## config.mk

```make
export PLATFORM = sky130hd
export DESIGN_NAME = rom_loader
export DESIGN_NICKNAME = d
export VERILOG_FILES = /design/src/rtl/rom_loader_pkg.sv /design/src/rtl/rom_loader_asm.sv /design/src/rtl/rom_loader.sv
export SDC_FILE = /design/constraint.sdc
export NUM_CORES = 1
export LEC_CHECK = 0
export ABC_CLOCK_PERIOD_IN_PS = 5400
export CORE_ASPECT_RATIO = 1.5
export CORE_UTILIZATION = 45
export CTS_CLUSTER_DIAMETER = 100
export DETAILED_ROUTE_END_ITERATION = 8
export PLACE_DENSITY = 0.76
export SETUP_SLACK_MARGIN = 0.1
export SLEW_MARGIN = 20
export SYNTH_ARGS = -nofsm -noshare
export SYNTH_HDL_FRONTEND = slang
export SYNTH_SLANG_ARGS = --single-unit
```

## constraint.sdc

```tcl
create_clock -name sys_clk -period 5.4 [get_ports sys_clk]
set_clock_uncertainty 0.05 [all_clocks]
set_input_delay 0.54 -clock sys_clk [delete_from_list [all_inputs] [get_ports sys_clk]]
set_output_delay 0.54 -clock sys_clk [all_outputs]
set_load 0.05 [all_outputs]
```

## src/rtl/rom_loader_pkg.sv

```systemverilog
// rom_loader_pkg -- shared types and constants for the ROM loader.
//   state_t      : loader FSM states
//   ERR_*        : err_code values reported on the err_code port
//   HDR_*_DEF    : default frame header bytes (PMEM / EMEM target)
package rom_loader_pkg;

  typedef enum logic [2:0] {
    IDLE,
    CNT,
    COLLECT,
    WRITE,
    VADDR,
    VSAMP,
    DONE
  } state_t;

  localparam logic [1:0] ERR_NONE   = 2'd0;
  localparam logic [1:0] ERR_HDR    = 2'd1;
  localparam logic [1:0] ERR_CNT    = 2'd2;
  localparam logic [1:0] ERR_VERIFY = 2'd3;

  localparam logic [7:0] HDR_PMEM_DEF = 8'hA0;
  localparam logic [7:0] HDR_EMEM_DEF = 8'hA1;

endpackage

```

## src/rtl/rom_loader_asm.sv

```systemverilog
// rom_loader_asm -- 4-byte little-endian word assembler.
// Ports:
//   i_clk, i_rst_n : clock, asynchronous active-low reset
//   i_clr          : restart at byte lane 0 (start of a new frame body)
//   i_load         : store i_byte into the current lane and advance
//   i_byte         : incoming data byte
//   o_word         : assembled word (first byte lands in bits [7:0])
//   o_last         : the current lane is the 4th, so the next load completes the word
module rom_loader_asm (
  input  logic        i_clk,
  input  logic        i_rst_n,
  input  logic        i_clr,
  input  logic        i_load,
  input  logic [7:0]  i_byte,
  output logic [31:0] o_word,
  output logic        o_last
);

  logic [31:0] r_word;
  logic [1:0]  r_lane;

  always_ff @(posedge i_clk or negedge i_rst_n) begin
    if (!i_rst_n) begin
      r_word <= '0;
      r_lane <= '0;
    end else if (i_clr) begin
      r_lane <= '0;
    end else if (i_load) begin
      r_word[{r_lane, 3'b000} +: 8] <= i_byte;
      // 2-bit lane counter wraps to 0 after the 4th byte, ready for the next word
      r_lane <= r_lane + 2'd1;
    end
  end

  assign o_word = r_word;
  assign o_last = (r_lane == 2'd3);

endmodule

```

## src/rtl/rom_loader.sv

```systemverilog
// rom_loader -- byte-stream ROM loader: receives a framed image
// (header, count N, 4*N little-endian data bytes), writes it to PMEM or
// EMEM through the ROM load port, optionally verifies it by readback
// (XOR checksum of written vs. read words), then releases the CPU.
// Optional feature macro: ROM_LOADER_VERIFY_EN (readback verify pass).
// Ports:
//   sys_clk, sys_rst         : clock, asynchronous active-low reset
//   in_valid/in_data/in_ready: host byte stream handshake
//   rom_we/rom_select/rom_addr/rom_wd/rom_rd : ROM load port
//   cpu_hold                 : holds the core in reset while loading
//   busy/done/err/err_code   : frame status (done/err sticky)
module rom_loader
  import rom_loader_pkg::*;
#(
  parameter int         DEPTH    = 64,
  parameter int         ADDR_W   = 6,
  parameter logic [7:0] HDR_PMEM = HDR_PMEM_DEF,
  parameter logic [7:0] HDR_EMEM = HDR_EMEM_DEF
) (
  input  logic              sys_clk,
  input  logic              sys_rst,
  input  logic              in_valid,
  input  logic [7:0]        in_data,
  output logic              in_ready,
  output logic              rom_we,
  output logic              rom_select,
  output logic [ADDR_W-1:0] rom_addr,
  output logic [31:0]       rom_wd,
  input  logic [31:0]       rom_rd,
  output logic              cpu_hold,
  output logic              busy,
  output logic              done,
  output logic              err,
  output logic [1:0]        err_code
);

  state_t            r_state;
  logic [ADDR_W-1:0] r_idx;
  logic [ADDR_W-1:0] r_last_idx;
  logic              r_we;
  logic              r_sel;
  logic              r_hold;
  logic              r_busy;
  logic              r_done;
  logic              r_err;
  logic [1:0]        r_err_code;

  logic              w_xfer;
  logic              w_in_ready;
  logic              w_asm_clr;
  logic              w_asm_load;
  logic              w_last;
  logic [31:0]       w_word;

`ifdef ROM_LOADER_VERIFY_EN
  logic [31:0]       r_sum_w;
  logic [31:0]       r_sum_r;
  logic [31:0]       w_sum_r_next;
  assign w_sum_r_next = r_sum_r ^ rom_rd;
`else
  logic              w_unused_rd;
  assign w_unused_rd = ^rom_rd;
`endif

  // Gated with reset so the host sees no acceptance while reset is held.
  assign w_in_ready = sys_rst &&
                      ((r_state == IDLE) || (r_state == CNT) || (r_state == COLLECT));
  assign w_xfer     = in_valid && w_in_ready;
  assign w_asm_clr  = (r_state == CNT) && w_xfer;
  assign w_asm_load = (r_state == COLLECT) && w_xfer;

  rom_loader_asm u_asm (
    .i_clk   (sys_clk),
    .i_rst_n (sys_rst),
    .i_clr   (w_asm_clr),
    .i_load  (w_asm_load),
    .i_byte  (in_data),
    .o_word  (w_word),
    .o_last  (w_last)
  );

  always_ff @(posedge sys_clk or negedge sys_rst) begin
    if (!sys_rst) begin
      r_state    <= IDLE;
      r_idx      <= '0;
      r_last_idx <= '0;
      r_we       <= 1'b0;
      r_sel      <= 1'b0;
      r_hold     <= 1'b1;
      r_busy     <= 1'b0;
      r_done     <= 1'b0;
      r_err      <= 1'b0;
      r_err_code <= ERR_NONE;
`ifdef ROM_LOADER_VERIFY_EN
      r_sum_w    <= '0;
      r_sum_r    <= '0;
`endif
    end else begin
      r_we <= 1'b0;
      case (r_state)
        IDLE: begin
          if (w_xfer) begin
            if ((in_data == HDR_PMEM) || (in_data == HDR_EMEM)) begin
              r_sel      <= (in_data == HDR_EMEM);
              r_done     <= 1'b0;
              r_err      <= 1'b0;
              r_err_code <= ERR_NONE;
              r_hold     <= 1'b1;
              r_busy     <= 1'b1;
              r_state    <= CNT;
            end else begin
              r_err      <= 1'b1;
              r_err_code <= ERR_HDR;
            end
          end
        end
        CNT: begin
          if (w_xfer) begin
            if ((in_data == 8'd0) || (32'(in_data) > DEPTH)) begin
              r_err      <= 1'b1;
              r_err_code <= ERR_CNT;
              r_busy     <= 1'b0;
              r_state    <= IDLE;
            end else begin
              r_last_idx <= ADDR_W'(in_data - 8'd1);
              r_idx      <= '0;
`ifdef ROM_LOADER_VERIFY_EN
              r_sum_w    <= '0;
`endif
              r_state    <= COLLECT;
            end
          end
        end
        COLLECT: begin
          // The assembler stores the 4th byte on this same edge, so rom_wd
          // holds the complete word for the whole WRITE cycle.
          if (w_xfer && w_last) begin
            r_we    <= 1'b1;
            r_state <= WRITE;
          end
        end
        WRITE: begin
`ifdef ROM_LOADER_VERIFY_EN
          r_sum_w <= r_sum_w ^ w_word;
`endif
          if (r_idx == r_last_idx) begin
`ifdef ROM_LOADER_VERIFY_EN
            r_idx   <= '0;
            r_sum_r <= '0;
            r_state <= VADDR;
`else
            r_done  <= 1'b1;
            r_busy  <= 1'b0;
            r_hold  <= 1'b0;
            r_state <= DONE;
`endif
          end else begin
            r_idx   <= r_idx + 1'b1;
            r_state <= COLLECT;
          end
        end
`ifdef ROM_LOADER_VERIFY_EN
        VADDR: begin
          // One cycle for the address to settle before sampling rom_rd.
          r_state <= VSAMP;
        end
        VSAMP: begin
          r_sum_r <= w_sum_r_next;
          if (r_idx == r_last_idx) begin
            if (w_sum_r_next == r_sum_w) begin
              r_done  <= 1'b1;
              r_busy  <= 1'b0;
              r_hold  <= 1'b0;
              r_state <= DONE;
            end else begin
              r_err      <= 1'b1;
              r_err_code <= ERR_VERIFY;
              r_busy     <= 1'b0;
              r_state    <= IDLE;
            end
          end else begin
            r_idx   <= r_idx + 1'b1;
            r_state <= VADDR;
          end
        end
`endif
        DONE: begin
          r_state <= IDLE;
        end
        default: begin
          r_state <= IDLE;
        end
      endcase
    end
  end

  assign in_ready   = w_in_ready;
  assign rom_we     = r_we;
  assign rom_select = r_sel;
  assign rom_addr   = r_idx;
  assign rom_wd     = w_word;
  assign cpu_hold   = r_hold;
  assign busy       = r_busy;
  assign done       = r_done;
  assign err        = r_err;
  assign err_code   = r_err_code;

endmodule

```

# Word level (Yosys, flattened, before mapping)
# Index checks and enable logic that the tools add are counted.
# Widths: inputs -> output; s select.
[word_totals]
regBits = 57
romBits = 0
inputBits = 43
output_inout_bits = 47
ram_bits = 0
n_memories = 0
wordCells = 97
latchBits = 0
[op_classes]
reduce_logical = 24
eq_ne = 15
multipliers = 0
add_sub_neg = 4
n_bitwise = 2
magnitude_cmp = 1
shifts = 2
n_mux = 37
div = 0
[op_table]
columns = ["cell", "count"]
rows = [
  ["$bwmux 32", 1],
  ["$shift 8x7->32 const A", 1],
  ["$shiftx 8x7->32", 1],
  ["$mux 6", 3],
  ["$eq 8x8->1 const B", 2],
  ["$reduce_and 4->1", 4],
  ["$mux 1", 15],
  ["$mux 3", 5],
  ["$mux 2", 6],
  ["$pmux 3 s4", 1],
  ["$pmux 6 s2", 1],
  ["$ne 2x2->1 const B", 5],
  ["$gt 8x7->1 const B", 1],
  ["$logic_not 8->1", 1],
  ["$reduce_bool 2->1", 4],
  ["$neg 5->7", 1],
  ["$add 6x1->6 const B", 1],
  ["$eq 3x2->1 const B", 2],
  ["$eq 6x6->1", 1],
  ["$ne 2x1->1 const B", 3],
  ["$pmux 1 s2", 3],
  ["$reduce_and 3->1", 2],
  ["$reduce_and 6->1", 1],
  ["$sub 6x1->6 const B", 1],
  ["other kinds (11)", 19],
]

# Depth between registers and ports, before layout
# Gate-level depths: netlist (run 1).
[depth]
word_depth = 8
ltp_mapped = 7
ltp_nobuf = 7

# Modules after synthesis
# A second synthesis (run 1) with hierarchy kept.
[unflattened]
hier_cells = 294
hier_area_um2 = 3110.5
[by_module_without_submodules]
columns = ["module", "seq_area_each_um2", "area_each_um2", "n_inst", "cells_each"]
rows = [
  ["rom_loader_asm", 850.8, 1801.7, 1, 160],
  ["rom_loader", 576.8, 1308.8, 1, 134],
]

# Least setup slack after synthesis (run 1)
# No wires, ideal clock.
[synth_path]
path_kind = "reg2out"
from = "reg r_state[0]"
to = "out in_ready"
t_arrival_ns = 1.825
slack_ns = 2.985
n_path_buf = 1
t_required_ns = 4.810
path_stages_with_launch = 3
cell_sequence = "dfrtp_1 clkbuf_1 a211oi_1"
[synth_between]
elab_chain_cells = 4
word_cells_on_any_way = 6
classes_between = "eq/ne (2); reduce/logical (4)"
[synth_lines]
columns = ["item", "line_no", "text"]
rows = [
  ["start, declared", "rom_loader.sv:37", "state_t r_state;"],
  ["start signal, assigned", "rom_loader.sv:84", "r_state <= IDLE;"],
  ["start signal, assigned", "rom_loader.sv:110", "r_state <= CNT;"],
  ["start signal, assigned", "rom_loader.sv:123", "r_state <= IDLE;"],
  ["$eq 3x1->1 / $logic_not 3->1 (equally long branches)", "rom_loader.sv:67", "((r_state == IDLE) || (r_state == CNT) || (r_state == COLLECT));"],
  ["$logic_or 1x1->1", "rom_loader.sv:67", ""],
  ["$logic_or 1x1->1 *", "rom_loader.sv:67", ""],
  ["$logic_and 1x1->1 *", "rom_loader.sv:66", "assign w_in_ready = sys_rst &&"],
  ["end, declared", "rom_loader.sv:24", "output logic in_ready,"],
]
# Mark *: on every way between the ends. The rest lies on a longest branch, timed or not.

# Worst setup path after layout (run 1)
[layout_path]
from = "in in_data[0]"
to = "reg r_idx[3], in the netlist rom_addr[3]"
[layout_between]
elab_chain_cells = 4
word_cells_on_any_way = 5
classes_between = "order compare (1); eq/ne (1); reduce/logical (3)"
[layout_lines]
columns = ["item", "line_no", "text"]
rows = [
  ["start, declared", "rom_loader.sv:23", "input logic [7:0] in_data,"],
  ["$gt 8x7->1 / $logic_not 8->1 (equally long branches)", "rom_loader.sv:119", "if ((in_data == 8'd0) || (32'(in_data) > DEPTH)) begin"],
  ["$logic_or 1x1->1 *", "rom_loader.sv:119", ""],
  ["$ne 2x2->1 (no line) *", "--", ""],
  ["$reduce_and 4->1 (no line) *", "--", ""],
  ["end signal, assigned", "rom_loader.sv:158", "r_idx <= r_idx + 1'b1;"],
  ["end, declared", "rom_loader.sv:38", "logic [ADDR_W-1:0] r_idx;"],
]
# Marked as above.
# A chain may end at the register's enable or synchronous reset.

==> flow_summary.ini, run 1 <==
[outcome]
status = finished clean

[yosys]
synth.top_cell.area_share_pct = 49.9
syn-cell-area_um2 = 2810
yosys_register_bits = 57
synth_nets = 351
seq_area_frac_synth_pct = 50.8
synth.yosys.warnings = 0
synth.area.top_cells = sky130_fd_sc_hd__dfrtp_1 50%, sky130_fd_sc_hd__nand2_1 11%, sky130_fd_sc_hd__o21ai_0 4.8%
dominant_register_cell_in_the_synthesized_netlist = sky130_fd_sc_hd__dfrtp_1
synthDistinctLibCells = 45
synthCells = 300
synth.top_cells.by_count = 80 x sky130_fd_sc_hd__nand2_1, 56 x sky130_fd_sc_hd__dfrtp_1, 27 x sky130_fd_sc_hd__o21ai_0
synth-edff-count = 0
synth_most_common_cell = sky130_fd_sc_hd__nand2_1
synthesis.area_per_instance_um2 = 9.36
synthDominantAreaCellType = sky130_fd_sc_hd__dfrtp_1
async_flop_share_pct = 100

[critical_path]
sort_of_element_at_the_start_of_the_critical_path = input pin
critPathArrivalTime_ns = 2.84
path_cells = clkdlybuf4s50_1, inv_1, ha_1, nor2b_1, a211o_1, nand2_1, o21ai_2, a221o_1
path_max_fanout = 7
critPathBufInv = 2
critical_path.reg2reg.endpoint = u_asm.o_word[4]$_DFFE_PN0P_
regToRegSetupSlack_ns = 3.23
worst_ep_required_time_ns = 5.57
critPathMaxStageDelay_ns = 0.66
crit-reg2reg-launch = u_asm.r_lane[0]$_DFFE_PN0P_
worstSetupEndpointType = register
slowest_stage = sky130_fd_sc_hd__clkdlybuf4s50_1
worst-setup-path-type = input pin to register
critical_path.top_delay_family = compound AO/OA/AOI/OAI gates
worst_r2r_path_depth = 5

[global_route]
global_route.usage.met2_pct = 37.1
grt_start_max_net_pins = 41
grt_busiest_layer = met2
number_of_antenna_violations_at_the_first_check_in_global_routing = 0
first_global_vias = 2322
grt_remaining_overflow = 0
fraction_of_met1_tracks_used_by_global_routing_pct = 27.2
grt.total_usage_pct = 22.5
grt_util_met3_pct = 4.98
grt_first_pass_wirelength_mm = 11.1

[die]
floorplan.core_area_um2 = 5910
die_area_um2 = 6570
die_h_um = 98.7
top_level_ports = 90
num_rows = 34
floorplan_die_width_um = 66.5
floorplan.initialDensity_pct = 47.5

[cts]
clk_pin_slew_ns = 0.07
clkLatencyLatePin_ns = 0.34
cts_root_buf = sky130_fd_sc_hd__clkbuf_8
cts_post_setup_buffers_inserted = 0
cts_tree = yes
cts_made_buffers = 9
cts_htree_levels = 3
postCtsResizedCells = 0
clock_sink_count = 57
cts_buffer_depth = 2
cts.hold.buffers_added = 0

[routing]
final_antenna_net_count = 0
route.detailed.wl_per_inst_um = 14.7
post-route-drc-count = 0
vias = 2282
drt-total-wl_mm = 6.36
drt-pass1-iter-count = 4
dr.first_iter.drc_count = 150
number_of_vias_per_cell = 5.28

[timing]
fmaxAchievable_ghz = 0.375
rsz0062_at_grt = no
setup_tns_ns = 0
timing_hold_violations_final = 0
period_share_pct = 49.4
setup_violations = 0
slew-limit-headroom_pct = 41.5
timing.final.crit_period_ns = 2.67
worst_pin_slew_ns = 0.876
maxSlewViolCount = 0

[placed_design]
place_hpwl_mm = 4.65
buffer_ports.inserted = 57
place_congestion = 0.796

[finish]
layout-drive-gt1-share_pct = 8.06
final_util_pct = 60.7
area.growth.synth_to_final_pct = 27.8
antenna_cells = 0
layout.nets = 406
fill_cells = 533

[worst_hold_path]
hp-class = input pin to asynchronous set/reset pin

[power_and_ir_drop]
power_per_cell_area_nw_per_um2 = 251
static-leakage-power_nw = 1.53
ir_drop_v = 0.000167

[flow_run]
drv.max_cap_violation_count = 0
[stage by stage]
step | total power (W) | cell area [um2] | hold WS, ns | instances | worst slack, ns
2_1_floorplan | 0.000515 | 2810 | 0.194 | 300 | 2.99
3_5_place_dp | 0.000558 | 3410 | 0.419 | 416 | 2.38
3_3_place_gp | 0.000555 | 3410 | 0.415 | 416 | 2.44
6_report | 0.000900 | 3590 | 0.111 | 432 | 2.73
5_1_grt | 0.000937 | 3590 | 0.132 | 432 | 2.57
4_1_cts | 0.000910 | 3590 | 0.109 | 432 | 2.74
[final cells by class]
cell class	count	area (um2)	area share (%)
clock buffers	13	159	4.43
flip-flops and latches	57	1430	39.8
repair buffers	58	573	16.0
well taps	72	90.1	2.51
inverters	10	37.5	1.05
multi-input cells	219	1290	35.8
clock inverters	3	15.0	0.418
[logic make-up (layout without fill, tap and decap cells)]
group	Yosys count	after routing	share of synthesized area [%]
AOI/OAI and AO/OA	60	60	14.0
xor gates and xnor gates	10	10	3.12
adders and majority gates	8	8	3.57
buffers and inverters	24	84	3.34
DFF	57	57	50.8
muxes	7	7	2.63
and+or+nand+nor	134	134	22.5
[routing by layer]
| layer | up-vias | part of all wire (%) |
|---|---|---|
| li1 | 1128 | - |
| met1 | 1098 | 41 |
| met2 | 44 | 53 |
| met3 | 12 | 3.5 |
| met4 | 0 | 2.1 |
| met5 | - | 0 |
[worst register-to-register path: stages, from the launching register on]
cell,delay [ns]
sky130_fd_sc_hd__dfrtp_1,0.47
sky130_fd_sc_hd__inv_1,0.15
sky130_fd_sc_hd__ha_1,0.37
sky130_fd_sc_hd__nor3b_1,0.75
sky130_fd_sc_hd__nand2_1,0.13
sky130_fd_sc_hd__o21ai_0,0.17
[power by group]
group,internal (W),switching (W),total (W)
sequential,0.000436,0.00000727,0.000443
combinational,0.0000341,0.0000716,0.000106
clock,0.000189,0.000162,0.000351
total,0.000660,0.000241,0.000900
[worst max path at each step]
stage                                start  slack, ns                   endpoint  cells after the start
detailed placement              in_data[0]       2.38    rom_addr[3]$_DFFE_PN0P_                      8
CTS                             in_data[0]       2.74    rom_addr[3]$_DFFE_PN0P_                      8
finish                          in_data[0]       2.73    rom_addr[3]$_DFFE_PN0P_                      8
floorplan           r_state[0]$_DFFE_PN0P_       2.99                   in_ready                      2
global placement                in_data[0]       2.44    rom_addr[2]$_DFFE_PN0P_                      8
global route                    in_data[0]       2.57  r_last_idx[4]$_DFFE_PN0P_                      7
[flip-flops by register name, indices dropped and copies added, names as in the netlist]
name          cells
done              1
u_asm.r_lane      2
err               1
u_asm.o_word     32
cpu_hold          1
err_code          2
r_state           3
rom_select        1
r_last_idx        6
busy              1
rom_addr          6
rom_we            1
[layout by cell type (no fill, tap or decap), types with 2 or more instances in the layout]
cell                              synthesis  layout
sky130_fd_sc_hd__a22o_1                   2       2
sky130_fd_sc_hd__mux2_1                   3       3
sky130_fd_sc_hd__inv_1                   10      10
sky130_fd_sc_hd__and3_2                   2       2
sky130_fd_sc_hd__nand2_1                 80      80
sky130_fd_sc_hd__nor3_1                   7       7
sky130_fd_sc_hd__o21a_1                   2       2
sky130_fd_sc_hd__xnor2_1                  3       3
sky130_fd_sc_hd__xor2_1                   7       7
sky130_fd_sc_hd__or3_1                    2       2
sky130_fd_sc_hd__nand3_1                  6       6
sky130_fd_sc_hd__ha_1                     8       8
sky130_fd_sc_hd__clkbuf_8                 0      11
sky130_fd_sc_hd__o21ai_1                  8       8
sky130_fd_sc_hd__clkdlybuf4s50_1          0      56
sky130_fd_sc_hd__nor2_1                  19      19
sky130_fd_sc_hd__clkbuf_1                11       2
sky130_fd_sc_hd__dfrtp_1                 56      56
sky130_fd_sc_hd__mux2i_1                  4       4
sky130_fd_sc_hd__a221o_1                  3       3
sky130_fd_sc_hd__nor4_4                   2       2
sky130_fd_sc_hd__o21ai_0                 27      27
sky130_fd_sc_hd__or2_2                    2       2
sky130_fd_sc_hd__clkinv_2                 0       3
sky130_fd_sc_hd__a21oi_1                  7       7
sky130_fd_sc_hd__nor3b_1                  5       5
Note: power is estimated with default switching activity, not from simulation.
==> run 2, diff against run 1 <==
Settings changed: ABC_CLOCK_PERIOD_IN_PS 5400 to 2200, CORE_UTILIZATION 45 to 42, PLACE_DENSITY 0.76 to 0.75.
Clock period 5.4 ns to 2.2 ns, I/O delays scaled along.
==> run 2 against run 1 <==
  * Routed wire length grew 9.4%
  * Largest cell class unchanged
  * Register-to-register slack lost 3.0 ns
  * Cell area grew 10%
  * Critical endpoint is now rom_addr[5]$_DFFE_PN0P_
  * Count of clock-buffer cells in the layout shrank 2
  * Critical path depth is the same
  * Core utilization grew 0.17 points
  * Via count grew 7.0%
  * Flip-flop and latch count is the same
  * Sequential power grew 150%
==> flow_summary.ini, run 2 (same netlist as run 1, synthesis figures left out) <==
[outcome]
status = finished clean

[timing]
whs_ns = 0.435
timing_hold_violations_final = 0
setup_violations = 0
timing.final.crit_period_ns = 2.00
rsz0062_at_grt = yes
fmaxAchievable_ghz = 0.501
worst_pin_slew_ns = 0.515
period_share_pct = 90.7
setup_tns_ns = 0
slew-limit-headroom_pct = 65.6
maxSlewViolCount = 0

[power_and_ir_drop]
static-leakage-power_nw = 1.74
power_per_cell_area_nw_per_um2 = 636
overall_power_after_layout_w = 0.00251
ir_drop_v = 0.000486

[global_route]
grt_remaining_overflow = 0
first_global_vias = 2377
number_of_antenna_violations_at_the_first_check_in_global_routing = 0
grt.total_usage_pct = 22.0
grt_start_max_net_pins = 33
grt_first_pass_wirelength_mm = 11.3

[routing]
final_antenna_net_count = 0
dr.first_iter.drc_count = 135
post-route-drc-count = 0
drt-pass1-iter-count = 4
drt-total-wl_mm = 6.96
number_of_vias_per_cell = 5.16
route.detailed.wl_per_inst_um = 14.7
vias = 2441

[finish]
fill_cells = 568
layout.cells.most_common = sky130_fd_sc_hd__nand2_1
area.growth.synth_to_final_pct = 40.6
layout-drive-gt1-share_pct = 17.6
final_util_pct = 60.9
layout.nets = 443
largest_register_ff_count = 32
most-common-layout-cells = 80 x sky130_fd_sc_hd__nand2_1, 55 x sky130_fd_sc_hd__clkdlybuf4s50_1, 53 x sky130_fd_sc_hd__dfrtp_1
antenna_cells = 0

[die]
num_rows = 36
floorplan.core_area_um2 = 6490
floorplan.initialDensity_pct = 43.3
top_level_ports = 90
die_h_um = 102
floorplan_die_width_um = 68.8
die_area_um2 = 7020

[critical_path]
critPathArrivalTime_ns = 2.15
crit-reg2reg-launch = rom_addr[1]$_DFFE_PN0P_
sort_of_element_at_the_start_of_the_critical_path = input pin
regToRegSetupSlack_ns = 0.26
worst-setup-path-type = input pin to register
worstSetupEndpointType = register
worst_ep_required_time_ns = 2.36
worst_r2r_path_depth = 5
path_max_fanout = 5
critical_path.reg2reg.endpoint = busy$_DFFE_PN0P_

[worst_hold_path]
hp-class = register to register
holdCritStartpoint = u_asm.o_word[12]$_DFFE_PN0P_
min_path_cells = 2
min_to = u_asm.o_word[12]$_DFFE_PN0P_

[placed_design]
place_hpwl_mm = 5.08
buffer_ports.inserted = 57
place_congestion = 0.812

[cts]
cts_buffer_depth = 2
cts_root_buf = sky130_fd_sc_hd__clkbuf_8
clock_sink_count = 57
cts_tree = yes
clk_pin_slew_ns = 0.07
cts_htree_levels = 3
cts_made_buffers = 9
cts_post_setup_buffers_inserted = 0
clkLatencyLatePin_ns = 0.32

[flow_run]
drv.max_cap_violation_count = 0
-- run 2: timing repair --
item | CTS | global route
hold buffers | 4 | 0
hold endpoints to repair | 24 | 0
resized for setup | 0 | 1
setup endpoints to repair | 0 | 15
-- run 2: metal layers --
metal  share of wire, %  GRT usage, %  vias up
met2                 52          37.3       54
met3                3.5          4.13       17
li1                   -             -     1201
met4                2.4          9.26        0
met5                  0             0        -
met1                 42          26.8     1169
-- run 2: where the power goes --
group          internal, W  switching, W  leakage (nW)
sequential         0.00107     0.0000155         0.767
clock             0.000696      0.000421         0.115
combinational     0.000119      0.000189         0.854
total              0.00188      0.000626          1.74
-- run 2: metrics by stage --
stage | instances | setup slack (ns) | area, um2
after detailed placement | 453 | -0.137 | 3680
after CTS | 473 | 0.119 | 3950
after global placement | 453 | -0.0702 | 3680
after global routing | 473 | 0.0496 | 3950
final | 473 | 0.205 | 3950
after floorplan | 300 | 0.105 | 2810
-- run 2: worst max path at each step --
stage	startpoint	to	slack [ns]	cells after the start
3_3_place_gp	in_data[0]	rom_addr[5]$_DFFE_PN0P_	-0.07	8
6_report	in_data[1]	rom_addr[5]$_DFFE_PN0P_	0.20	8
5_1_grt	sys_rst	u_asm.o_word[18]$_DFFE_PN0P_	0.05	7
3_5_place_dp	in_data[1]	rom_addr[2]$_DFFE_PN0P_	-0.14	8
2_1_floorplan	r_state[0]$_DFFE_PN0P_	in_ready	0.11	2
4_1_cts	sys_rst	u_asm.o_word[9]$_DFFE_PN0P_	0.12	4
-- run 2: area by class of cell --
type / instances / area [um2] / share of cell area (%)
clock buffers: 11 / 151 / 3.84
clock inverters: 5 / 77.6 / 1.97
inverters: 10 / 37.5 / 0.951
multi-input cells: 219 / 1290 / 32.6
flip-flops and latches: 57 / 1430 / 36.3
well taps: 76 / 95.1 / 2.41
repair buffers: 95 / 866 / 21.9
-- run 2: critical path, stage by stage --
cell and delay (ns):
sky130_fd_sc_hd__clkdlybuf4s50_1 0.51, sky130_fd_sc_hd__inv_1 0.08, sky130_fd_sc_hd__ha_1 0.20, sky130_fd_sc_hd__nor2b_2 0.18
sky130_fd_sc_hd__a211o_1 0.37, sky130_fd_sc_hd__nand2_1 0.12, sky130_fd_sc_hd__o21ai_2 0.10, sky130_fd_sc_hd__a221o_1 0.36
==> run 3, diff against run 2 <==
Settings changed: CTS_BUF_LIST set to sky130_fd_sc_hd__clkbuf_16.
==> run 3 against run 2 <==
  * Sequential share of layout area is 0.73 points lower
  * Highest routed layer unchanged
  * Register-to-register slack hardly changed
  * Sequential power hardly changed
==> flow_summary.ini, run 3 (same netlist as run 1, synthesis figures left out) <==
[outcome]
status = finished clean

[routing]
drt-total-wl_mm = 7.12
route.detailed.wl_per_inst_um = 15.1
final_antenna_net_count = 0
drt-pass1-iter-count = 4
number_of_vias_per_cell = 5.15
dr.first_iter.drc_count = 115
post-route-drc-count = 0
vias = 2437

[timing]
timing_hold_violations_final = 0
setup_violations = 0
post-route-worst-setup-slack_ns = 0.195
period_share_pct = 91.2
slew-limit-headroom_pct = 63.5
maxSlewViolCount = 0
timing.final.crit_period_ns = 2.01
worst_pin_slew_ns = 0.548
fmaxAchievable_ghz = 0.499
rsz0062_at_grt = yes

[die]
floorplan.core_area_um2 = 6490
num_rows = 36
die_area_um2 = 7020
floorplan_die_width_um = 68.8
die_h_um = 102
top_level_ports = 90
floorplan.initialDensity_pct = 43.3

[global_route]
number_of_antenna_violations_at_the_first_check_in_global_routing = 0
grt_start_max_net_pins = 33
grt_remaining_overflow = 0
grt.total_usage_pct = 22.7
first_global_vias = 2364
grt_first_pass_wirelength_mm = 11.4

[finish]
design_area_um2 = 4030
fill_cells = 555
most-common-layout-cells = 80 x sky130_fd_sc_hd__nand2_1, 55 x sky130_fd_sc_hd__clkdlybuf4s50_1, 53 x sky130_fd_sc_hd__dfrtp_1
layout-drive-gt1-share_pct = 17.1
layout.nets = 443
area.growth.synth_to_final_pct = 43.5
largest_register_ff_count = 32
antenna_cells = 0
layout.cells.most_common = sky130_fd_sc_hd__nand2_1

[critical_path]
worstSetupEndpointType = register
regToRegSetupSlack_ns = 0.27
worst-setup-path-type = input pin to register
critPathArrivalTime_ns = 2.16
crit-reg2reg-launch = rom_addr[1]$_DFFE_PN0P_
path_max_fanout = 5
worst_r2r_path_depth = 5
critical_path.reg2reg.endpoint = busy$_DFFE_PN0P_
sort_of_element_at_the_start_of_the_critical_path = input pin
timing.critical_path.from = in_data[1]
worst_ep_required_time_ns = 2.35

[placed_design]
buffer_ports.inserted = 57
placement.cell_area_um2 = 3680
place_congestion = 0.812
place_hpwl_mm = 5.08
post-place-ws_ns = -0.137

[cts]
cts_tree = yes
cts_made_buffers = 9
cts_htree_levels = 3
cts_buffer_depth = 2
clkLatencyLatePin_ns = 0.32
cts_root_buf = sky130_fd_sc_hd__clkbuf_16
clk_pin_slew_ns = 0.05
clock_sink_count = 57
cts_post_setup_buffers_inserted = 0

[worst_hold_path]
min_to = u_asm.o_word[12]$_DFFE_PN0P_
hp-class = register to register
min_path_cells = 2
holdCritStartpoint = u_asm.o_word[12]$_DFFE_PN0P_

[power_and_ir_drop]
overall_power_after_layout_w = 0.00284
static-leakage-power_nw = 1.77
power_per_cell_area_nw_per_um2 = 704
ir_drop_v = 0.000509

[flow_run]
drv.max_cap_violation_count = 0
[run 3: cell count changes in the layout (fill, tap and decap cells not counted)]
cell	before	now
sky130_fd_sc_hd__buf_2	2	1
sky130_fd_sc_hd__clkbuf_16	0	9
sky130_fd_sc_hd__clkbuf_2	0	1
sky130_fd_sc_hd__clkbuf_8	11	0
sky130_fd_sc_hd__clkinv_1	0	2
[run 3: repair_timing]
item                                    4_1_cts  5_1_grt
endpoints found under the setup margin        0       18
hold buffers                                  4        0
resized for setup                             0        1
hold endpoints to repair                     24        0
[run 3: area by class of cell]
| class | instances | area [um2] | area share (%) |
|---|---|---|---|
| Clock buffer | 9 | 225 | 5.59 |
| Clock inverter | 7 | 85.1 | 2.11 |
| Inverter | 10 | 37.5 | 0.932 |
| Multi-Input combinational cell | 219 | 1290 | 32.0 |
| Sequential cell | 57 | 1430 | 35.5 |
| Tap cell | 76 | 95.1 | 2.36 |
| Timing Repair Buffer | 95 | 866 | 21.5 |
[run 3: stage by stage]
stage	std cells	hold slack [ns]	TNS, ns	util (%)
2_1_floorplan	300	-0.126	0	-
3_3_place_gp	453	-0.00166	-0.346	56.8
3_5_place_dp	453	0.00449	-1.14	56.8
4_1_cts	473	0.434	0	62.2
5_1_grt	473	0.455	0	62.1
6_report	473	0.432	0	62.1
[run 3: worst max-delay path by stage]
stage,end,slack (ns),cells past startpoint
after global placement,rom_addr[5]$_DFFE_PN0P_,-0.07,8
final,rom_addr[5]$_DFFE_PN0P_,0.19,8
after floorplan,in_ready,0.11,2
after global routing,u_asm.o_word[10]$_DFFE_PN0P_,0.05,7
after detailed placement,rom_addr[2]$_DFFE_PN0P_,-0.14,8
after CTS,u_asm.o_word[13]$_DFFE_PN0P_,0.11,4
[run 3: where the power goes]
part | total, W | switching, W | internal [W]
Sequential | 0.00109 | 0.0000155 | 0.00107
Combinational | 0.000310 | 0.000191 | 0.000119
Clock | 0.00144 | 0.000462 | 0.000977
[run 3: metal layers]
| metal | wire (um) | track usage [%] |
|---|---|---|
| met2 | 3890 | 39.0 |
| met3 | 203 | 4.02 |
| met5 | 0 | 0 |
| met4 | 129 | 9.89 |
| met1 | 2900 | 27.3 |
[run 3: worst max-delay path: stages]
cell and delay, ns:
sky130_fd_sc_hd__clkdlybuf4s50_1 0.51, sky130_fd_sc_hd__inv_1 0.08, sky130_fd_sc_hd__ha_1 0.21, sky130_fd_sc_hd__nor2b_2 0.18, sky130_fd_sc_hd__a211o_1 0.37, sky130_fd_sc_hd__nand2_1 0.12, sky130_fd_sc_hd__o21ai_2 0.10, sky130_fd_sc_hd__a221o_1 0.36
